===== config.mk =====
export PLATFORM = sky130hd
export DESIGN_NAME = phase_unwrap_flat
export DESIGN_NICKNAME = d
export VERILOG_FILES = /design/src/rtl/phase_unwrap_if.sv /design/src/rtl/phase_unwrap.sv /design/src/flat_wrapper.sv
export SDC_FILE = /design/constraint.sdc
export NUM_CORES = 1
export LEC_CHECK = 0
export ABC_AREA = 1
export CAP_MARGIN = 0
export CELL_PAD_IN_SITES_DETAIL_PLACEMENT = 1
export CELL_PAD_IN_SITES_GLOBAL_PLACEMENT = 1
export CORE_UTILIZATION = 29
export CTS_BUF_LIST = sky130_fd_sc_hd__clkbuf_4 sky130_fd_sc_hd__clkbuf_8 sky130_fd_sc_hd__clkbuf_16
export DETAILED_ROUTE_END_ITERATION = 8
export DONT_BUFFER_PORTS = 1
export PLACE_DENSITY = 0.66
export SLEW_MARGIN = 20
export SYNTH_ARGS = -nofsm -noshare
export SYNTH_HDL_FRONTEND = slang
export SYNTH_SLANG_ARGS = --single-unit

===== constraint.sdc =====
create_clock -name clk -period 4.6 [get_ports clk]
set_input_delay 0.69 -clock clk [delete_from_list [all_inputs] [get_ports clk]]
set_output_delay 0.69 -clock clk [all_outputs]
set_load 0.02 [all_outputs]

===== src/rtl/phase_unwrap_if.sv =====
// rtl/phase_unwrap_if.sv - handshake bundle for the phase unwrap stage
//
// Purpose: groups the input angle stream and the output result stream.
// Signals:
//   in_valid / in_ready / in_angle                  wrapped angle stream into the stage
//   out_valid / out_ready / out_delta / out_phase / out_turns   result stream out of the stage
// Modports:
//   slave  - the phase_unwrap stage itself
//   master - the environment that feeds angles and drains results
interface phase_unwrap_if #(
   parameter int AW = 32,
   parameter int PW = 48,
   parameter int TW = 16
);
   logic          in_valid;
   logic          in_ready;
   logic [AW-1:0] in_angle;
   logic          out_valid;
   logic          out_ready;
   logic [AW-1:0] out_delta;
   logic [PW-1:0] out_phase;
   logic [TW-1:0] out_turns;

   modport slave (
      input  in_valid, in_angle, out_ready,
      output in_ready, out_valid, out_delta, out_phase, out_turns
   );

   modport master (
      output in_valid, in_angle, out_ready,
      input  in_ready, out_valid, out_delta, out_phase, out_turns
   );
endinterface


===== src/rtl/phase_unwrap.sv =====
// rtl/phase_unwrap.sv - wrapped-angle to unwrapped-phase tracking stage
//
// Purpose: takes wrapped angles in degrees (LSB = 2^-FRAC deg), emits the
// shortest-path step, the accumulated unwrapped phase and a signed count of
// +/-180 deg boundary crossings. One output register stage, 1 sample/clk.
// Ports:
//   clk    - clock, all state on rising edge
//   rst_n  - asynchronous active-low reset
//   clear  - synchronous restart: forget previous sample, zero phase/turns,
//            drop any pending output, block input for this cycle
//   bus    - phase_unwrap_if.slave: in_valid/in_ready/in_angle input stream,
//            out_valid/out_ready/out_delta/out_phase/out_turns output stream
module phase_unwrap #(
   parameter int AW   = 32,
   parameter int FRAC = 23,
   parameter int PW   = 48,
   parameter int TW   = 16
) (
   input  logic           clk,
   input  logic           rst_n,
   input  logic           clear,
   phase_unwrap_if.slave  bus
);
   // Half and full turn at AW+1 bits so the raw difference never overflows.
   localparam logic signed [AW:0] HALF     = (AW+1)'(180) << FRAC;
   localparam logic signed [AW:0] FULL     = (AW+1)'(360) << FRAC;
   localparam logic signed [AW:0] NEG_HALF = -HALF;
   // Step correction is done modulo 2^AW; only the low bits of FULL matter.
   localparam logic [AW-1:0]      FULL_LO  = FULL[AW-1:0];

   typedef enum logic {
      EMPTY = 1'b0,
      RUN   = 1'b1
   } state_t;

   state_t               state_q, state_d;
   logic signed [AW-1:0] prev_q, prev_d;
   logic [AW-1:0]        delta_q, delta_d;
   logic [PW-1:0]        phase_q, phase_d;
   logic [TW-1:0]        turns_q, turns_d;
   logic                 valid_q, valid_d;

   logic signed [AW:0]   raw;
   logic [AW-1:0]        step;
   logic                 wrap_dn;
   logic                 wrap_up;
   logic                 take;

   assign bus.in_ready = !clear && (!valid_q || bus.out_ready);
   assign take         = bus.in_valid && bus.in_ready;

   assign raw     = {bus.in_angle[AW-1], bus.in_angle} - {prev_q[AW-1], prev_q};
   // raw == +HALF folds to -HALF; raw == -HALF is kept as is.
   assign wrap_dn = (raw >= HALF);
   assign wrap_up = (raw < NEG_HALF);

   always_comb begin
      step = raw[AW-1:0];
      if (wrap_dn) begin
         step = raw[AW-1:0] - FULL_LO;
      end else if (wrap_up) begin
         step = raw[AW-1:0] + FULL_LO;
      end
   end

   always_comb begin
      state_d = state_q;
      prev_d  = prev_q;
      delta_d = delta_q;
      phase_d = phase_q;
      turns_d = turns_q;
      valid_d = valid_q && !bus.out_ready;

      if (clear) begin
         state_d = EMPTY;
         prev_d  = '0;
         delta_d = '0;
         phase_d = '0;
         turns_d = '0;
         valid_d = 1'b0;
      end else if (take) begin
         valid_d = 1'b1;
         prev_d  = bus.in_angle;
         state_d = RUN;
         if (state_q == EMPTY) begin
            // First sample after reset/clear anchors the phase; no step.
            delta_d = '0;
            phase_d = {{(PW-AW){bus.in_angle[AW-1]}}, bus.in_angle};
         end else begin
            delta_d = step;
            phase_d = phase_q + {{(PW-AW){step[AW-1]}}, step};
            if (wrap_dn) begin
               turns_d = turns_q - TW'(1);
            end else if (wrap_up) begin
               turns_d = turns_q + TW'(1);
            end
         end
      end
   end

   always_ff @(posedge clk or negedge rst_n) begin
      if (!rst_n) begin
         state_q <= EMPTY;
         prev_q  <= '0;
         delta_q <= '0;
         phase_q <= '0;
         turns_q <= '0;
         valid_q <= 1'b0;
      end else begin
         state_q <= state_d;
         prev_q  <= prev_d;
         delta_q <= delta_d;
         phase_q <= phase_d;
         turns_q <= turns_d;
         valid_q <= valid_d;
      end
   end

   assign bus.out_valid = valid_q;
   assign bus.out_delta = delta_q;
   assign bus.out_phase = phase_q;
   assign bus.out_turns = turns_q;
endmodule


===== src/flat_wrapper.sv =====
// flat-port wrapper written by rule: the top's interface ports become plain ports
module phase_unwrap_flat 
#(
   parameter int AW   = 32,
   parameter int FRAC = 23,
   parameter int PW   = 48,
   parameter int TW   = 16
)
  (clk, rst_n, clear, bus_in_valid, bus_in_angle, bus_out_ready, bus_in_ready, bus_out_valid, bus_out_delta, bus_out_phase, bus_out_turns);
  phase_unwrap_if #(.AW(AW), .PW(PW), .TW(TW)) bus_i ();
  input  logic clk;
  input  logic rst_n;
  input  logic clear;
  input wire logic [$bits(bus_i.in_valid)-1:0] bus_in_valid;
  input wire logic [$bits(bus_i.in_angle)-1:0] bus_in_angle;
  input wire logic [$bits(bus_i.out_ready)-1:0] bus_out_ready;
  output wire logic [$bits(bus_i.in_ready)-1:0] bus_in_ready;
  output wire logic [$bits(bus_i.out_valid)-1:0] bus_out_valid;
  output wire logic [$bits(bus_i.out_delta)-1:0] bus_out_delta;
  output wire logic [$bits(bus_i.out_phase)-1:0] bus_out_phase;
  output wire logic [$bits(bus_i.out_turns)-1:0] bus_out_turns;
  assign bus_i.in_valid = bus_in_valid;
  assign bus_i.in_angle = bus_in_angle;
  assign bus_i.out_ready = bus_out_ready;
  assign bus_in_ready = bus_i.in_ready;
  assign bus_out_valid = bus_i.out_valid;
  assign bus_out_delta = bus_i.out_delta;
  assign bus_out_phase = bus_i.out_phase;
  assign bus_out_turns = bus_i.out_turns;
  phase_unwrap #(.AW(AW), .FRAC(FRAC), .PW(PW), .TW(TW)) u_core (.clk(clk), .rst_n(rst_n), .clear(clear), .bus(bus_i));
endmodule

==> flow_summary.rst <==
.. list-table::
   :header-rows: 1

   * - Metric
     - Value
   * - Finished layout cell area
     - 17,000 um2
   * - Number of global-route vias before repair
     - 13,900
   * - Stage delay of the slowest cell on the critical path
     - 0.43 ns
   * - CTS Buf Count
     - 17
   * - Remaining routing DRC violations
     - 2
   * - Clock input transition at the sequential cells of the worst setup and hold paths
     - 0.06 ns
   * - Maximum fanout count along the critical path
     - 5
   * - X dimension of the die
     - 200 um
   * - H-tree depth
     - 4
   * - Min-Delay Path Class
     - in -> async
   * - Critical Path Most Common Cell
     - sky130_fd_sc_hd__nand2_2
   * - Final antenna-violating net count
     - 0
   * - Areal power density over the cells
     - 518 nW/um2
   * - Buffer type at the clock tree root
     - sky130_fd_sc_hd__clkbuf_16
   * - Max frequency
     - 0.201 GHz
   * - Global route total overflow
     - 0
   * - Count of yosys warnings during synthesis
     - 0
   * - Overall track demand over capacity in global routing
     - 0.253
   * - Die area
     - 40,000 um2
   * - Count of buffer and inverter cells on the critical path
     - 4
   * - Launch point of the worst reg-to-reg path
     - u_core.prev_q[0]
   * - Post-layout net count
     - 2,214
   * - Routability cong.
     - 0.911
   * - CTS Buffer Depth
     - 2
   * - Die outline height
     - 200 um
   * - Kind of start point of the critical path
     - flop
   * - Kind of cell with the highest combined delay on the critical path
     - simple AND/OR/NAND/NOR gates
   * - Initial antenna violation count
     - 0
   * - Worst setup path category
     - reg -> reg
   * - Depth of the most critical reg-to-reg path
     - 33
   * - Mapped Nets
     - 1,835
   * - Relative max-transition margin
     - 0.405
   * - Register bit count reported by yosys
     - 130
   * - Total power of the final layout
     - 0.00879 W
   * - Critical-path top delay cell
     - sky130_fd_sc_hd__dfrtp_1
   * - Number of distinct library cell variants in the gate-level netlist after synthesis
     - 47
   * - Final worst clock skew
     - 0.0155 ns
   * - Final number of setup-violating endpoints
     - 14
   * - Cell Area, Placed
     - 14,600 um2
   * - Combined area of all synthesized cells
     - 11,400 um2
   * - Yosys top cell area share
     - 0.286
   * - Placeable core region
     - 38,600 um2
   * - Standard-cell row count
     - 72
   * - Number of DRC markers after the initial detailed-route iteration
     - 541
   * - Transition time at the pin with the least slew margin
     - 0.892 ns
   * - Register area share after synthesis
     - 0.286
   * - Sort of element at the end of the critical path
     - flop
   * - HPWL after detailed placement
     - 37,600 um
   * - Wire length of the first global-routing pass
     - 77,000 um
   * - Vias/cell
     - 5.06
   * - Antenna cell count
     - 0
   * - Share of flip-flops with an asynchronous set or reset after synthesis
     - 1.00
   * - Sum Neg Setup Slack
     - -2.93 ns
   * - Leak Pwr
     - 8.68 nW
   * - Initial Utilization
     - 0.294
   * - PortBufs
     - 0
   * - Wirelength, routed
     - 52,200 um
   * - Result of the run
     - complete, but fails checks
   * - Clock tree from TritonCTS
     - yes
   * - Max Slew Vio Count
     - 0
   * - Sinks on Clock Net
     - 130
   * - Cell taking the most area after synthesis
     - sky130_fd_sc_hd__dfrtp_1
   * - Worst-skew pair later-pin latency
     - 0.47 ns
   * - Post-Syn Instances
     - 1,713
   * - Unrepaired setup endpoints after global routing
     - yes
   * - Avg Synthesized Cell Area
     - 6.64 um2
   * - Wire length per cell
     - 19.9 um
   * - Most frequently used flop master after synthesis
     - sky130_fd_sc_hd__dfrtp_1
   * - Dominant cells by area after synthesis
     - sky130_fd_sc_hd__dfrtp_1 (29%), sky130_fd_sc_hd__nand2_1 (15%), sky130_fd_sc_hd__inv_1 (9.3%)
   * - Pin count of the biggest net entering global routing
     - 131
   * - Final WS setup
     - -0.368 ns
   * - Area added between synthesis and finish
     - 49.3%
   * - Fin util
     - 0.439
   * - Time the final worst path needs with I/O delays and setup
     - 4.97 ns
   * - Register-to-register path setup slack
     - -0.37 ns
   * - End of the worst register-to-register path
     - u_core.bus.out_phase[47]
   * - Proportion of layout cells with a drive suffix above 1
     - 0.339
   * - First element of the critical path
     - u_core.prev_q[0]
   * - Data arrival, critical path
     - 5.32 ns
   * - Number of primary I/O pins
     - 135
   * - Post-synth EDFFs
     - 0
   * - Worst Hold Slack
     - 0.123 ns
   * - Violated checks
     - DRC, setup timing
   * - Worst vdd ir
     - 341 uV
   * - Total count of hold-check failures in the final report
     - 0
   * - Final clock period utilization by the worst path
     - 1.08
   * - Max-cap check violation count
     - 0
   * - Number of iterations in the first detailed-routing pass
     - 7
   * - Critical path data required time
     - 4.95 ns
   * - Vias
     - 13,300
-- report_power, final --
part / total, W / internal (W) / switching (W) / leakage [nW]
sequential: 0.00158 / 0.00126 / 0.000311 / 1.74
clock: 0.00136 / 0.000749 / 0.000610 / 0.245
combinational: 0.00586 / 0.00270 / 0.00316 / 6.70
-- repair_timing --
item	in CTS	in global routing
resized for setup	145	158
cloned	1	0
pin swaps	55	67
endpoints found under the setup margin	16	23
buffers inserted	37	21
hold buffers	1	0
endpoints found under the hold margin	130	0
-- how the worst max path moves through the flow --
stage,cells past startpoint,slack (ns),end
2_1_floorplan,33,-0.03,u_core.bus.out_phase[47]
5_1_grt,33,-0.62,u_core.bus.out_phase[47]
3_3_place_gp,32,-0.68,u_core.bus.out_phase[41]
3_5_place_dp,32,-0.86,u_core.bus.out_phase[41]
4_1_cts,34,-0.08,u_core.bus.out_phase[41]
6_report,33,-0.37,u_core.bus.out_phase[47]
-- Yosys cell counts, drive strengths merged (2+ instances only) --
cell type / number
a21o: 3
a21oi: 137
a22o: 23
a31oi: 28
and2: 4
and3: 5
buf: 3
clkbuf: 27
clkinv: 2
dfrtp: 130
fa: 2
ha: 83
inv: 298
nand2: 494
nand3: 63
nand3b: 9
nand4: 3
nor2: 128
nor3: 9
nor4: 4
o211ai: 7
o21a: 6
o21ai: 132
o21bai: 4
o221ai: 2
o22ai: 28
o311ai: 2
o41ai: 9
xnor2: 36
xor2: 27
-- metrics by stage --
stage	setup slack [ns]	std cells
after floorplan	-0.0265	1713
after global placement	-0.677	2531
after detailed placement	-0.860	2531
after CTS	-0.0772	2600
after global routing	-0.619	2621
final	-0.368	2621
-- metal layers --
layer  GRT usage  wire length [um]  up-vias
met1       0.311             22100     6525
met3      0.0479              2180      105
met5           0                 0        -
met4      0.0908              1870        0
li1            -                 -     6322
met2       0.439             26000      298
-- layout by cell type, fill, tap and decap left out, drive strengths merged --
cell type,count
a2111oi,1
a21boi,1
a21o,3
a21oi,137
a22o,23
a31o,1
a31oi,28
and2,4
and3,5
buf,389
bufinv,1
clkbuf,18
clkinv,4
clkinvlp,8
dfrtp,130
fa,2
ha,83
inv,299
nand2,495
nand3,63
nand3b,9
nand4,3
nor2,128
nor3,9
nor4,4
o211ai,7
o21a,6
o21ai,132
o21bai,4
o221ai,2
o22ai,28
o311ai,2
o31ai,1
o41ai,9
or2,1
xnor2,36
xor2,27
-- sequential cells by signal, indices dropped and copies added, names as in the netlist --
register and flops:
u_core.bus.out_turns 16, u_core.bus.out_delta 32, u_core.bus.out_valid 1, u_core.state_q 1, u_core.bus.out_phase 48, u_core.prev_q 32
-- cell families (layout without fill, tap and decap cells) --
group                    Yosys count  count (layout)  synth area share
flip-flops                       130             130             0.286
AO/OA/AOI/OAI                    385             385             0.194
AND/OR/NAND/NOR                  720             721             0.266
XOR/XNOR                          63              63            0.0485
buffers and inverters            330             719             0.110
adder cells (fa/ha/maj)           85              85            0.0948
-- worst register-to-register path, delay by kind of cell (launching register included) --
kind / cells / cell delay [ns]
AND/OR/NAND/NOR: 22 / 2.31
flip-flops: 1 / 0.43
adder cells (fa/ha/maj): 3 / 0.94
AO/OA/AOI/OAI: 2 / 0.41
XOR/XNOR: 2 / 0.40
buffers and inverters: 4 / 0.36
-- cell type report --
type	count	area (um2)
clock inverters	12	113
clock buffers	18	439
flip-flops and latches	130	3250
repair buffers	389	3060
fillers	4793	21700
inverters	300	1130
well taps	518	648
multi-input cells	1254	8330
Note: power is estimated with default switching activity, not from simulation.
